===== config.mk =====
export PLATFORM = sky130hd
export DESIGN_NAME = data_axi_bridge_flat
export DESIGN_NICKNAME = d
export VERILOG_FILES = /design/src/rtl/data_axi_bridge_if.sv /design/src/rtl/data_axi_bridge.sv /design/src/flat_wrapper.sv
export SDC_FILE = /design/constraint.sdc
export NUM_CORES = 1
export LEC_CHECK = 0
export ABC_AREA = 1
export ABC_CLOCK_PERIOD_IN_PS = 3670
export CAP_MARGIN = 20
export CORE_ASPECT_RATIO = 1.5
export CORE_MARGIN = 2
export CORE_UTILIZATION = 33
export CTS_CLUSTER_DIAMETER = 80
export DETAILED_ROUTE_END_ITERATION = 16
export PLACE_DENSITY = 0.8
export SLEW_MARGIN = 30
export SYNTH_ARGS = -nofsm -noshare
export SYNTH_HDL_FRONTEND = slang
export SYNTH_SLANG_ARGS = --single-unit

===== constraint.sdc =====
create_clock -name clk -period 3.67 [get_ports clk]
set_input_delay 0.734 -clock clk [delete_from_list [all_inputs] [get_ports clk]]
set_output_delay 0.734 -clock clk [all_outputs]
set_load 0.02 [all_outputs]

===== src/rtl/data_axi_bridge_if.sv =====
// Bundles the CPU data-side sram-like port and the single-beat AXI4 master channels.
// The master modport is the bridge; the slave modport is the CPU/interconnect side.
interface data_axi_bridge_if;
  logic        data_req;
  logic        data_wr;
  logic [1:0]  data_size;
  logic [31:0] data_addr;
  logic [31:0] data_wdata;
  logic        data_addr_ok;
  logic        data_data_ok;
  logic [31:0] data_rdata;

  logic [31:0] araddr;
  logic [2:0]  arsize;
  logic        arvalid;
  logic        arready;
  logic [31:0] rdata;
  logic        rvalid;
  logic        rready;

  logic [31:0] awaddr;
  logic [2:0]  awsize;
  logic        awvalid;
  logic        awready;
  logic [31:0] wdata;
  logic [3:0]  wstrb;
  logic        wlast;
  logic        wvalid;
  logic        wready;
  logic        bvalid;
  logic        bready;

  modport master (
    input  data_req, data_wr, data_size, data_addr, data_wdata,
    output data_addr_ok, data_data_ok, data_rdata,
    output araddr, arsize, arvalid, input arready,
    input  rdata, rvalid, output rready,
    output awaddr, awsize, awvalid, input awready,
    output wdata, wstrb, wlast, wvalid, input wready,
    input  bvalid, output bready
  );

  modport slave (
    output data_req, data_wr, data_size, data_addr, data_wdata,
    input  data_addr_ok, data_data_ok, data_rdata,
    input  araddr, arsize, arvalid, output arready,
    output rdata, rvalid, input rready,
    input  awaddr, awsize, awvalid, output awready,
    input  wdata, wstrb, wlast, wvalid, output wready,
    output bvalid, input bready
  );
endinterface


===== src/rtl/data_axi_bridge.sv =====
// sram-like data port to single-beat AXI4 master bridge; one transaction in flight.
// All AXI valids/readies decode from state, so an async reset drops them immediately.
module data_axi_bridge (
  input  logic            clk,
  input  logic            rst,
  data_axi_bridge_if.master bus
);
  localparam logic [2:0] IDLE    = 3'd0;
  localparam logic [2:0] RD_ADDR = 3'd1;
  localparam logic [2:0] RD_DATA = 3'd2;
  localparam logic [2:0] WR_REQ  = 3'd3;
  localparam logic [2:0] WR_RESP = 3'd4;

  logic [2:0]  state_q, state_d;
  logic [31:0] addr_q, addr_d;
  logic [31:0] wdata_q, wdata_d;
  logic [1:0]  size_q, size_d;
  logic        aw_done_q, aw_done_d;
  logic        w_done_q, w_done_d;

  logic awvalid, wvalid, aw_now, w_now;
  logic [3:0] strb;

  assign awvalid = (state_q == WR_REQ) && !aw_done_q;
  assign wvalid  = (state_q == WR_REQ) && !w_done_q;
  assign aw_now  = aw_done_q || (awvalid && bus.awready);
  assign w_now   = w_done_q  || (wvalid  && bus.wready);

  // Size 3 is not a legal sram-like size; strobe it as a full word.
  always_comb begin
    strb = 4'b1111;
    case (size_q)
      2'd0: strb = 4'b0001 << addr_q[1:0];
      2'd1: strb = addr_q[1] ? 4'b1100 : 4'b0011;
      default: strb = 4'b1111;
    endcase
  end

  always_comb begin
    state_d   = state_q;
    addr_d    = addr_q;
    wdata_d   = wdata_q;
    size_d    = size_q;
    aw_done_d = aw_done_q;
    w_done_d  = w_done_q;
    case (state_q)
      IDLE: if (bus.data_req) begin
        addr_d  = bus.data_addr;
        wdata_d = bus.data_wdata;
        size_d  = bus.data_size;
        state_d = bus.data_wr ? WR_REQ : RD_ADDR;
      end
      RD_ADDR: if (bus.arready) state_d = RD_DATA;
      RD_DATA: if (bus.rvalid)  state_d = IDLE;
      WR_REQ: begin
        if (aw_now && w_now) begin
          state_d   = WR_RESP;
          aw_done_d = 1'b0;
          w_done_d  = 1'b0;
        end else begin
          aw_done_d = aw_now;
          w_done_d  = w_now;
        end
      end
      WR_RESP: if (bus.bvalid) state_d = IDLE;
      default: state_d = IDLE;
    endcase
  end

  always_ff @(posedge clk or posedge rst) begin
    if (rst) begin
      state_q   <= IDLE;
      addr_q    <= '0;
      wdata_q   <= '0;
      size_q    <= '0;
      aw_done_q <= 1'b0;
      w_done_q  <= 1'b0;
    end else begin
      state_q   <= state_d;
      addr_q    <= addr_d;
      wdata_q   <= wdata_d;
      size_q    <= size_d;
      aw_done_q <= aw_done_d;
      w_done_q  <= w_done_d;
    end
  end

  assign bus.data_addr_ok = (state_q == IDLE) && bus.data_req;
  assign bus.data_data_ok = ((state_q == RD_DATA) && bus.rvalid) ||
                            ((state_q == WR_RESP) && bus.bvalid);
  assign bus.data_rdata   = ((state_q == RD_DATA) && bus.rvalid) ? bus.rdata : 32'd0;

  assign bus.araddr  = addr_q;
  assign bus.arsize  = {1'b0, size_q};
  assign bus.arvalid = (state_q == RD_ADDR);
  assign bus.rready  = (state_q == RD_DATA);

  assign bus.awaddr  = addr_q;
  assign bus.awsize  = {1'b0, size_q};
  assign bus.awvalid = awvalid;
  assign bus.wdata   = wdata_q;
  assign bus.wstrb   = strb;
  assign bus.wlast   = wvalid;
  assign bus.wvalid  = wvalid;
  assign bus.bready  = (state_q == WR_RESP);
endmodule


===== src/flat_wrapper.sv =====
// flat-port wrapper written by rule: the top's interface ports become plain ports
module data_axi_bridge_flat 
  (clk, rst, bus_data_req, bus_data_wr, bus_data_size, bus_data_addr, bus_data_wdata, bus_data_addr_ok, bus_data_data_ok, bus_data_rdata, bus_araddr, bus_arsize, bus_arvalid, bus_arready, bus_rdata, bus_rvalid, bus_rready, bus_awaddr, bus_awsize, bus_awvalid, bus_awready, bus_wdata, bus_wstrb, bus_wlast, bus_wvalid, bus_wready, bus_bvalid, bus_bready);
  data_axi_bridge_if bus_i ();
  input  logic clk;
  input  logic rst;
  input wire logic [$bits(bus_i.data_req)-1:0] bus_data_req;
  input wire logic [$bits(bus_i.data_wr)-1:0] bus_data_wr;
  input wire logic [$bits(bus_i.data_size)-1:0] bus_data_size;
  input wire logic [$bits(bus_i.data_addr)-1:0] bus_data_addr;
  input wire logic [$bits(bus_i.data_wdata)-1:0] bus_data_wdata;
  output wire logic [$bits(bus_i.data_addr_ok)-1:0] bus_data_addr_ok;
  output wire logic [$bits(bus_i.data_data_ok)-1:0] bus_data_data_ok;
  output wire logic [$bits(bus_i.data_rdata)-1:0] bus_data_rdata;
  output wire logic [$bits(bus_i.araddr)-1:0] bus_araddr;
  output wire logic [$bits(bus_i.arsize)-1:0] bus_arsize;
  output wire logic [$bits(bus_i.arvalid)-1:0] bus_arvalid;
  input wire logic [$bits(bus_i.arready)-1:0] bus_arready;
  input wire logic [$bits(bus_i.rdata)-1:0] bus_rdata;
  input wire logic [$bits(bus_i.rvalid)-1:0] bus_rvalid;
  output wire logic [$bits(bus_i.rready)-1:0] bus_rready;
  output wire logic [$bits(bus_i.awaddr)-1:0] bus_awaddr;
  output wire logic [$bits(bus_i.awsize)-1:0] bus_awsize;
  output wire logic [$bits(bus_i.awvalid)-1:0] bus_awvalid;
  input wire logic [$bits(bus_i.awready)-1:0] bus_awready;
  output wire logic [$bits(bus_i.wdata)-1:0] bus_wdata;
  output wire logic [$bits(bus_i.wstrb)-1:0] bus_wstrb;
  output wire logic [$bits(bus_i.wlast)-1:0] bus_wlast;
  output wire logic [$bits(bus_i.wvalid)-1:0] bus_wvalid;
  input wire logic [$bits(bus_i.wready)-1:0] bus_wready;
  input wire logic [$bits(bus_i.bvalid)-1:0] bus_bvalid;
  output wire logic [$bits(bus_i.bready)-1:0] bus_bready;
  assign bus_i.data_req = bus_data_req;
  assign bus_i.data_wr = bus_data_wr;
  assign bus_i.data_size = bus_data_size;
  assign bus_i.data_addr = bus_data_addr;
  assign bus_i.data_wdata = bus_data_wdata;
  assign bus_data_addr_ok = bus_i.data_addr_ok;
  assign bus_data_data_ok = bus_i.data_data_ok;
  assign bus_data_rdata = bus_i.data_rdata;
  assign bus_araddr = bus_i.araddr;
  assign bus_arsize = bus_i.arsize;
  assign bus_arvalid = bus_i.arvalid;
  assign bus_i.arready = bus_arready;
  assign bus_i.rdata = bus_rdata;
  assign bus_i.rvalid = bus_rvalid;
  assign bus_rready = bus_i.rready;
  assign bus_awaddr = bus_i.awaddr;
  assign bus_awsize = bus_i.awsize;
  assign bus_awvalid = bus_i.awvalid;
  assign bus_i.awready = bus_awready;
  assign bus_wdata = bus_i.wdata;
  assign bus_wstrb = bus_i.wstrb;
  assign bus_wlast = bus_i.wlast;
  assign bus_wvalid = bus_i.wvalid;
  assign bus_i.wready = bus_wready;
  assign bus_i.bvalid = bus_bvalid;
  assign bus_bready = bus_i.bready;
  data_axi_bridge u_core (.clk(clk), .rst(rst), .bus(bus_i));
endmodule

==> summary.md <==
| Metric | Value |
|---|---|
| Fin crit period | 3.00 ns |
| DP Area | 5720 um2 |
| Synth Flop Type | dfrtp_1 |
| Fin crit share | 81.8% |
| TritonCTS Buffers | 9 |
| Syn avg cell area | 7.55 um2 |
| Dpl cells | 765 |
| Number of distinct library cells after synthesis | 15 |
| Final Util | 60.1% |
| Worst-path clk slew | 0.06 ns |
| Final GP Congestion | 0.859 |
| Crit path max-delay cell type | clkdlybuf4s50_1 |
| TritonCTS clock tree | built |
| Data arrival, critical path | 2.27 ns |
| Rel. slew slack | 55.0% |
| Drt first pass iters | 4 |
| Area Growth Syn to Fin | 78.9% |
| Synth top cells by count | nand2_1, dfrtp_1, inv_1 |
| Startpoint types | input port |
| Ant diodes | 0 |
| Sink Count | 71 |
| MaxCap Viol Count | 0 |
| RSZ-0062 raised after global routing | false |
| Top cell type's share of synthesized area | 52.7% |
| Final setup viols | 0 |
| Yosys reg bits | 71 |
| Number of placed I/O pins | 253 |
| Bufs on Longest Clock Path | 2 |
| Vias/cell | 4.39 |
| Die Area | 11000 um2 |
| CP Capture Type | primary output |
| Fin Clk Skew | 0.00805 ns |
| Pins Over Slew Limit | 0 |
| Leak pwr | 2.98 nW |
| CP peak stage delay | 0.61 ns |
| Place WS | 0.669 ns |
| Gr ovfl total | 0 |
| Final Hold Fails | 0 |
| Worst VDD drop | 0.487 mV |
| Most frequent cell after synthesis | nand2_1 |
| Area leader, netlist | dfrtp_1 |
| Post-route worst setup slack | 0.667 ns |
| Setup Crit Path Kind | in2out |
| Largest net degree at the start of global routing | 71 |
| First-pass GRT wire length | 15.8 mm |
| Layout cells sized above 1 | 3.77% |
| Top post-synthesis cells by area | dfrtp_1, nand2_1, buf_4 |
| Worst min path class | reg2reg |
| Routed WL | 10.6 mm |
| Critical path data required time | 2.94 ns |
| GR Util All Layers | 18.4% |
| Fillers | 886 |
| Critical path cell sequence | clkdlybuf4s50_1, nand2_1, buf_4, nor2_1, clkdlybuf4s50_1 |
| # nets final | 766 |
| YS warnings | 0 |
| Fin cells | 781 |
| Asr flop ratio synth | 100% |
| Site Rows | 45 |
| Finished Cell Area | 6030 um2 |
| Top cell by count, worst path | clkdlybuf4s50_1 |
| Hold_buf cts | 0 |
| Buffers on Ports | 250 |
| Fmax | 0.333 GHz |
| Setup bufs post-CTS | 0 |
| Clk_lat worst skew | 0.33 ns |
| Synth Cell Area | 3370 um2 |
| Starting density of the core | 33.6% |
| Starting DRT DRC Count | 94 |
| Sequential fraction of the synthesis area | 52.7% |
| Power per cell area | 884 nW/um2 |
| Die Span Y | 128 um |
| Crit Path Max Fanout | 33 |
| Routed Antenna Nets | 0 |
| Area of the multi-input gates | 1060 um2 |
| H-tree depth | 3 |
| EDFF count, synth | 0 |
| Core ar. | 10000 um2 |
| Post-cts sizing count | 0 |
| Setup TNS | 0 ns |
| CTS root buf | clkbuf_16 |
| Slew @ Worst Pin | 0.675 ns |
| Hold Slack | 0.471 ns |
| Status | finished clean |
| Mapped Cells | 446 |
| Die X | 86.5 um |
| DR WL/cell | 13.5 um |
| Number of global-route vias before repair | 3325 |
| Total Power | 5.33 mW |
| Register area | 1780 um2 |
| DR vias | 3430 |
| Initial antenna violation count | 0 |
| Hpwl dp | 8.22 mm |
| DR DRC count | 0 |
-- final timing paths --
kind	startpoint	endpoint	slack, ns	cells past startpoint
worst max-delay path	bus_rvalid	bus_data_rdata[29]	0.67	5
worst min-delay path	u_core.bus.wdata[25]$_DFFE_PP0P_	u_core.bus.wdata[25]$_DFFE_PP0P_	0.47	2
worst max register to register	u_core.state_q[1]$_DFFE_PP0P_	u_core.bus.araddr[7]$_DFFE_PP0P_	1.36	8
worst min register to register	u_core.bus.wdata[25]$_DFFE_PP0P_	u_core.bus.wdata[25]$_DFFE_PP0P_	0.47	2
max in group asynchronous	rst	u_core.bus.araddr[8]$_DFFE_PP0P_	2.39	3
min in group asynchronous	rst	u_core.bus.wdata[14]$_DFFE_PP0P_	0.77	3
-- where the power goes --
part / internal (mW) / switching [mW] / total, mW
Sequential: 1.15 / 0.278 / 1.43
Combinational: 1.38 / 1.63 / 3.02
Clock: 0.547 / 0.332 / 0.879
-- per-layer routing --
layer / track usage [%] / vias up / part of all wire, % / wire [um]
met3: 4.31 / 16 / 8.1 / 854
met2: 34.8 / 174 / 54 / 5670
met5: 0 / - / 0 / 0
li1: - / 1689 / - / -
met4: 8.27 / 0 / 2.3 / 247
met1: 18.8 / 1551 / 36 / 3780
-- flip-flops by register name, indices dropped and copies added, names as in the netlist --
| register | cells |
|---|---|
| u_core.aw_done_q | 1 |
| u_core.bus.araddr | 32 |
| u_core.bus.wdata | 32 |
| u_core.size_q | 2 |
| u_core.state_q | 3 |
| u_core.w_done_q | 1 |
-- worst max-delay path, delay by kind of cell --
kind,cells,cell delay [ns]
buffers and inverters,3,1.32
AND/OR/NAND/NOR,2,0.19
-- logic make-up after synthesis --
logic type | Yosys count | share of synthesized area [%]
flops | 71 | 52.7
simple gates | 261 | 29.7
buf+inv | 103 | 15.9
other cells | 1 | 0.111
compound gates | 10 | 1.56
-- area by class of cell --
type                       count  share of cell area (%)
clock inverter                 6                    1.12
timing repair buffer         255                    42.4
sequential                    71                    29.5
tap                          117                    2.43
multi-input combinational    273                    17.6
inverter                      49                    3.05
clock buffer                  10                    3.97
-- cells in the final DEF, fill, tap and decap left out, types with 2 or more instances in the layout --
master	Yosys	final
inv_2	2	3
nand3_1	5	5
nor2_1	46	46
clkdlybuf4s50_1	0	250
clkinvlp_4	0	2
conb_1	1	2
dfrtp_1	71	71
inv_1	47	46
buf_4	37	4
nand2_1	208	208
clkbuf_16	0	9
o21ai_0	8	8
Note: power is estimated with default switching activity, not from simulation.
